[src/rtl/config_reg_pkg.sv]
// Shared constants and helpers for the double-buffered configuration register bank.
package config_reg_pkg;

    localparam int DEFAULT_DATA_W   = 16;
    localparam int DEFAULT_NUM_REGS = 8;
    localparam int DEFAULT_ADDR_W   = 3;

    // Upper bounds used to size the reset-image helper below.
    localparam int MAX_DATA_W   = 32;
    localparam int MAX_NUM_REGS = 64;
    localparam int MAX_IMG_W    = MAX_DATA_W * MAX_NUM_REGS;

    // Reset value of register idx taken from a packed reset image whose
    // registers are data_w bits wide. Callers truncate to their own width.
    function automatic logic [MAX_DATA_W-1:0] reset_slice(
        input logic [MAX_IMG_W-1:0] img,
        input int unsigned          idx,
        input int unsigned          data_w
    );
        return MAX_DATA_W'(img >> (idx * data_w));
    endfunction

    // True when every encodable address maps to a register, so no address
    // can be illegal and the range comparator collapses to a constant.
    function automatic bit addr_space_full(input int addr_w, input int num_regs);
        return (2 ** addr_w) == num_regs;
    endfunction

endpackage

[src/rtl/config_reg_slot.sv]
// One double-buffered configuration register: a bus-written shadow copy and
// an active copy that only changes when the bank commits.
module config_reg_slot
    import config_reg_pkg::*;
#(
    parameter int DATA_W = DEFAULT_DATA_W
) (
    input  logic              clk,
    input  logic              rst_n,
    input  logic              wr_en,
    input  logic              commit,
    input  logic [DATA_W-1:0] d,
    input  logic [DATA_W-1:0] rst_val,
    output logic [DATA_W-1:0] shadow_q,
    output logic [DATA_W-1:0] active_q
);

    // Shadow takes bus writes; active takes the pre-edge shadow on commit.
    // NOTE: non-blocking assignments make active_q sample the old shadow_q, so a
    // write and a commit on the same edge commit the value from before the write.
    always_ff @(posedge clk or negedge rst_n) begin
        if (!rst_n) begin
            shadow_q <= rst_val;
            active_q <= rst_val;
        end else begin
            if (wr_en) begin
                shadow_q <= d;
            end
            if (commit) begin
                active_q <= shadow_q;
            end
        end
    end

endmodule

[src/rtl/config_reg_bank.sv]
// Bank of double-buffered configuration registers with registered read-back,
// write lock, dirty tracking and an access-error pulse.
module config_reg_bank
    import config_reg_pkg::*;
#(
    parameter int                             DATA_W    = DEFAULT_DATA_W,
    parameter int                             NUM_REGS  = DEFAULT_NUM_REGS,
    parameter int                             ADDR_W    = DEFAULT_ADDR_W,
    parameter logic [NUM_REGS*DATA_W-1:0]     RESET_VAL = '0
) (
    input  logic                       clk,
    input  logic                       reset,
    input  logic                       write,
    input  logic                       read,
    input  logic [ADDR_W-1:0]          address,
    input  logic [DATA_W-1:0]          data_in,
    input  logic                       commit,
    input  logic                       lock,
    output logic [DATA_W-1:0]          data_out,
    output logic                       rd_valid,
    output logic                       err,
    output logic                       dirty,
    output logic [NUM_REGS*DATA_W-1:0] cfg_active
);

    localparam bit                    ALL_LEGAL = addr_space_full(ADDR_W, NUM_REGS);
    localparam logic [MAX_IMG_W-1:0] RESET_IMG = MAX_IMG_W'(RESET_VAL);

    logic [DATA_W-1:0] shadow [NUM_REGS];
    logic [DATA_W-1:0] active [NUM_REGS];
    logic [DATA_W-1:0] rd_mux;
    logic              addr_legal;
    logic              wr_accept;
    logic              bad_access;

    assign addr_legal = ALL_LEGAL ? 1'b1
                                  : ({1'b0, address} < (ADDR_W+1)'(NUM_REGS));
    assign wr_accept  = write && !lock && addr_legal;
    assign bad_access = (write && (lock || !addr_legal)) || (read && !addr_legal);

    for (genvar i = 0; i < NUM_REGS; i++) begin : g_slot
        config_reg_slot #(
            .DATA_W (DATA_W)
        ) u_slot (
            .clk      (clk),
            .rst_n    (reset),
            .wr_en    (wr_accept && (address == ADDR_W'(i))),
            .commit   (commit),
            .d        (data_in),
            .rst_val  (DATA_W'(reset_slice(RESET_IMG, i, DATA_W))),
            .shadow_q (shadow[i]),
            .active_q (active[i])
        );
        assign cfg_active[i*DATA_W +: DATA_W] = active[i];
    end

    // Read mux over the shadows; an out-of-range address selects zero.
    // NOTE: the default assignment before the loop keeps this purely
    // combinational; without it an unmatched address would infer a latch.
    always_comb begin
        rd_mux = '0;
        for (int i = 0; i < NUM_REGS; i++) begin
            if (address == ADDR_W'(i)) begin
                rd_mux = shadow[i];
            end
        end
    end

    // Registered read-back: data_out holds between reads, rd_valid marks an update.
    always_ff @(posedge clk or negedge reset) begin
        if (!reset) begin
            data_out <= '0;
            rd_valid <= 1'b0;
        end else begin
            rd_valid <= read;
            if (read) begin
                data_out <= rd_mux;
            end
        end
    end

    // One-cycle error pulse per rejected write or out-of-range read.
    always_ff @(posedge clk or negedge reset) begin
        if (!reset) begin
            err <= 1'b0;
        end else begin
            err <= bad_access;
        end
    end

    // Dirty is set by any accepted write and cleared by a commit that does not
    // coincide with one; a same-cycle write leaves its value uncommitted.
    always_ff @(posedge clk or negedge reset) begin
        if (!reset) begin
            dirty <= 1'b0;
        end else if (wr_accept) begin
            dirty <= 1'b1;
        end else if (commit) begin
            dirty <= 1'b0;
        end
    end

endmodule

[config.mk]
export PLATFORM = sky130hd
export DESIGN_NAME = config_reg_bank
export DESIGN_NICKNAME = d
export VERILOG_FILES = /design/src/rtl/config_reg_pkg.sv /design/src/rtl/config_reg_slot.sv /design/src/rtl/config_reg_bank.sv
export SDC_FILE = /design/constraint.sdc
export NUM_CORES = 1
export LEC_CHECK = 0
export CAP_MARGIN = 30
export CORE_UTILIZATION = 49
export CTS_CLUSTER_SIZE = 24
export DETAILED_ROUTE_END_ITERATION = 10
export GPL_TIMING_DRIVEN = 0
export PLACE_DENSITY = 0.76
export SLEW_MARGIN = 30
export SYNTH_ARGS = -nofsm -noshare
export SYNTH_HDL_FRONTEND = slang
export SYNTH_SLANG_ARGS = --single-unit
[constraint.sdc]
create_clock -name clk -period 1.2 [get_ports clk]
set_input_delay 0.36 -clock clk [delete_from_list [all_inputs] [get_ports clk]]
set_output_delay 0.36 -clock clk [all_outputs]
set_load 0.03 [all_outputs]
### Yosys cells after proc, flatten, opt, wreduce, memory -nomap -nowiden

Cells that the tools add are included.

* add/sub/neg operators: 0
* multiply operators: 0
* divide/modulo/power cells: 0
* magnitude comparators: 0
* equal/unequal tests: 7
* shift operators: 0
* muxes and demuxes: 10
* bitwise gates (word level): 0
* reduce and logical (&&, ||, !) cells: 13

Operator list (count)
* 16-bit 2-to-1 mux: 8
* 3-bit == test, second input constant: 4
* 1-bit logical AND: 10
* 3-bit by 2-bit == test with 1-bit output, second input constant: 2
* 3-bit by 1-bit == test with 1-bit output, second input constant: 1
* 3-bit zero test: 1
* 1-bit 2-to-1 mux: 2
* 2-bit nonzero test: 1
* 1-bit zero test: 1

* register bits after elaboration: 275
* latch bits: 0
* RAM bits: 0
* memory bits (read-only): 0
* bits of input ports: 25
* output and inout port bits: 147
* word-level logic and storage cells: 50
* memories: 0

### Logic depth before layout (Yosys ltp)

* depth after elaboration: 9
* depth in mapped cells: 7
* gate-level depth less buffers: 4

### Worst setup path after synthesis

OpenSTA, ideal clock, no wires.

* kind: input port to flip-flop
* start point: in lock
* end point: reg g_slot[1].u_slot.shadow_q[10]
* setup time: 125 ps
* data arrival time: 1604 ps
* required time: 1075 ps
* path slack: -529 ps
* cell stages on the path: 6
* path buffers: 3
* cell sequence: buf_6 -> nand2b_4 -> or4_1 -> buf_6 -> buf_12 -> mux2_4

* word-level cells in the longest chain between the ends: 3

Ends and longest elaborated chain
* from (decl): RTL line config_reg_bank.sv:18 `input logic lock,`
* 1-bit zero test: RTL line config_reg_bank.sv:38 `assign wr_accept = write && !lock && addr_legal;`
* 1-bit logical AND: RTL line config_reg_bank.sv:38
* 1-bit logical AND: RTL line config_reg_bank.sv:47 `.wr_en (wr_accept && (address == ADDR_W'(i))),`
* to (signal assigned): RTL line config_reg_slot.sv:23 `shadow_q <= rst_val;`
* to (decl): RTL line config_reg_slot.sv:14 `output logic [DATA_W-1:0] shadow_q,`

No other way between the ends.
A chain may end at the register's enable or synchronous reset.

### Worst setup path in the final report

* start point: reg g_slot[4].u_slot.active_q[6]
* end point: out cfg_active[70]

RTL lines
* from (decl): RTL line config_reg_slot.sv:15 `output logic [DATA_W-1:0] active_q`
* from (signal assigned): RTL line config_reg_slot.sv:24 `active_q <= rst_val;`
* from (signal assigned): RTL line config_reg_slot.sv:30 `active_q <= shadow_q;`
* to (decl): RTL line config_reg_bank.sv:23 `output logic [NUM_REGS*DATA_W-1:0] cfg_active`

No word-level cell between the ends.

==> results.cfg <==
[finish]
finish.utilization_pct = 69.4
multi_input_area_um2 = 4490
stdcell_area_um2 = 15800
instances_no_fill = 1384
final_common_cell = dfrtp_1
final_cell_mix = dfrtp_1, mux2_2, buf_6
drive_gt1_share_pct = 59.9
finalNetCount = 1078
area_delta_synth_final_pct = 37.6
seqCellArea_um2 = 6880
antenna_cells = 0
num-fill-cells = 1574

[placed_design]
place_area_um2 = 13900
portBuffers = 167
placed_cells = 1237
place.gp.congestion = 0.835
dp_hpwl_um = 20100

[global_routing]
grt_max_degree = 88
antenna_found_initial = 0
grt.total_usage_pct = 26.1
gr-total-overflow = 0
grt_pass1_vias = 7759
grt_pass1_wl_um = 46500

[clocking]
cts_sinks = 275
clock_latency_ns = 0.54
clk_pin_slew_ns = 0.06
root_buffer = clkbuf_16
cts_htree_levels = 1
cts_tree = done
cts_buffer_depth = 3
cts_buffers = 27

[timing]
relSlewSlack_pct = 43.7
setup_viol = 148
layout_setup_ws_ns = -0.302
min_period_ns = 1.50
hold_viol = 39
fmax_mhz = 666
rsz0062_at_grt = yes
hold_ws_ns = -0.315
fin_tns_setup_ns = -36.24
tightest_slew_ns = 0.844
finalMaxSlewViolations = 0
clock_skew_ns = 0.00836
finalCritPeriodShare_pct = 125

[routing]
vias = 7475
ant_nets = 0
first_pass_iters = 4
dr_wl_met3_um = 2420
wl_met2_um = 14900
top_layer = met4
wl_met1_um = 12800
drtIter0Drc = 380
wl_um = 31100
viasPerCell = 5.40
wl_per_cell_um = 22.5
drcViolationCount = 0

[critical_path]
crit_required_ns = 0.84
crit_path_end_kind = output port
slowest_stage = dfrtp_1
crit_type = reg -> out
arrival_ns = 1.14
path_cells = buf_6
path_max_fanout = 2
critPathMaxStageDelay_ns = 0.43
cp_num_buf_inv = 1
cp_top_family = flip-flops
start_kind = flip-flop

[floorplan]
die_area_um2 = 24100
rows = 55
core_um2 = 22800
start_util_pct = 50.4
dieWidth_um = 155
die_h_um = 155
pin_count = 172

[yosys]
synth_cell_types = 33
ys_seq_elements = 275
syn_area_um2 = 11500
synth_edf_count = 0
syn_avg_cell_area_um2 = 15.3
synthCells = 754
yosysSeqAreaShare_pct = 59.7
yosys_warnings = 0
synthArstFlopShare_pct = 100
synth_nets = 779
synth-main-ff-cell = dfrtp_1

[flow_run]
maxCapViolCount = 0

[worst_hold_path]
min_path_type = in -> async

[pwr]
power.density_nw_per_um2 = 2060
p_total_mw = 32.7
vdd_ir_drop_max_v = 0.00142
p_leak_nw = 7.38

[run_status]
violations = negative hold slack, negative setup slack
status = finished with violations
final timing paths:
check,from,slack [ns],depth (start not counted),end
max in group asynchronous,reset,0.42,3,g_slot[2].u_slot.active_q[4]$_DFFE_PN0P_
max,g_slot[4].u_slot.active_q[6]$_DFFE_PN0P_,-0.30,1,cfg_active[70]
min reg2reg,g_slot[7].u_slot.shadow_q[0]$_DFFE_PN0P_,0.51,1,g_slot[7].u_slot.active_q[0]$_DFFE_PN0P_
min,reset,-0.32,1,g_slot[4].u_slot.active_q[13]$_DFFE_PN0P_
min in group clk,lock,0.06,2,dirty$_DFFE_PN0P_
max reg2reg,g_slot[4].u_slot.shadow_q[10]$_DFFE_PN0P_,-0.03,3,data_out[10]$_DFFE_PN0P_
final cells by class:
| type | count | area share [%] |
|---|---|---|
| clock inverters | 9 | 0.561 |
| clock buffers | 38 | 5.03 |
| plain buffers | 43 | 2.63 |
| flip-flops and latches | 275 | 43.4 |
| well taps | 313 | 2.47 |
| inverters | 5 | 0.126 |
| repair buffers | 272 | 17.4 |
| multi-input cells | 429 | 28.3 |
state kept, by name (all words and copies together) (netlist names):
signal	flops
err	1
g_slot.u_slot.shadow_q	128
dirty	1
rd_valid	1
g_slot.u_slot.active_q	128
data_out	16
where the power goes:
group / leakage (nW) / switching (mW) / internal (mW)
logic: 3.57 / 4.98 / 5.76
clock network: 0.445 / 3.53 / 4.84
registers: 3.37 / 1.95 / 11.6
metrics by stage:
stage | hold slack, ns | setup slack [ns]
floorplan | 0.0644 | -0.522
global placement | 0.490 | -11.90
detailed placement | 0.259 | -1.73
CTS | -0.316 | -0.314
global route | -0.309 | -0.333
finish | -0.315 | -0.302
repair_timing:
action	CTS	global route
resized for setup	1076	5
cloned	4	0
buffers inserted	53	45
pin swaps	8	8
endpoints found under the setup margin	291	219
hold endpoints to repair	39	39
per-layer routing:
metal  vias up  track usage, %
met5         -               0
met4         0            8.78
met1      3826            35.9
met3        61            5.15
li1       3336               -
met2       252            41.6
logic make-up (layout without fill, tap and decap cells):
logic type             count (synthesis)  after routing  share of synthesized area (%)
AO/OA/AOI/OAI                         41             41                           2.23
flip-flops                           275            275                           59.7
multiplexers                         312            312                           32.2
AND/OR/NAND/NOR                       76             76                           3.31
buffers and inverters                 50            367                           2.52
cells in the mapped netlist, types with 2 or more instances:
master / number / area, um2
mux2_4: 20 / 300
dfrtp_1: 275 / 6880
buf_2: 11 / 55.1
o22ai_1: 15 / 93.8
a221oi_1: 2 / 17.5
o21ai_0: 8 / 40.0
nand2b_1: 3 / 18.8
mux4_2: 14 / 315
inv_1: 4 / 15.0
o221ai_1: 2 / 17.5
clkbuf_1: 19 / 71.3
nor2_1: 20 / 75.1
buf_4: 5 / 37.5
buf_1: 3 / 11.3
nor2b_1: 3 / 18.8
mux2i_1: 30 / 300
mux2_1: 3 / 33.8
a31oi_1: 14 / 87.6
nand3b_1: 4 / 30.0
buf_12: 2 / 40.0
nor3_2: 3 / 30.0
buf_6: 5 / 56.3
mux2_2: 245 / 2760
nand2_1: 35 / 131
Power figures use the tool's default switching activity.
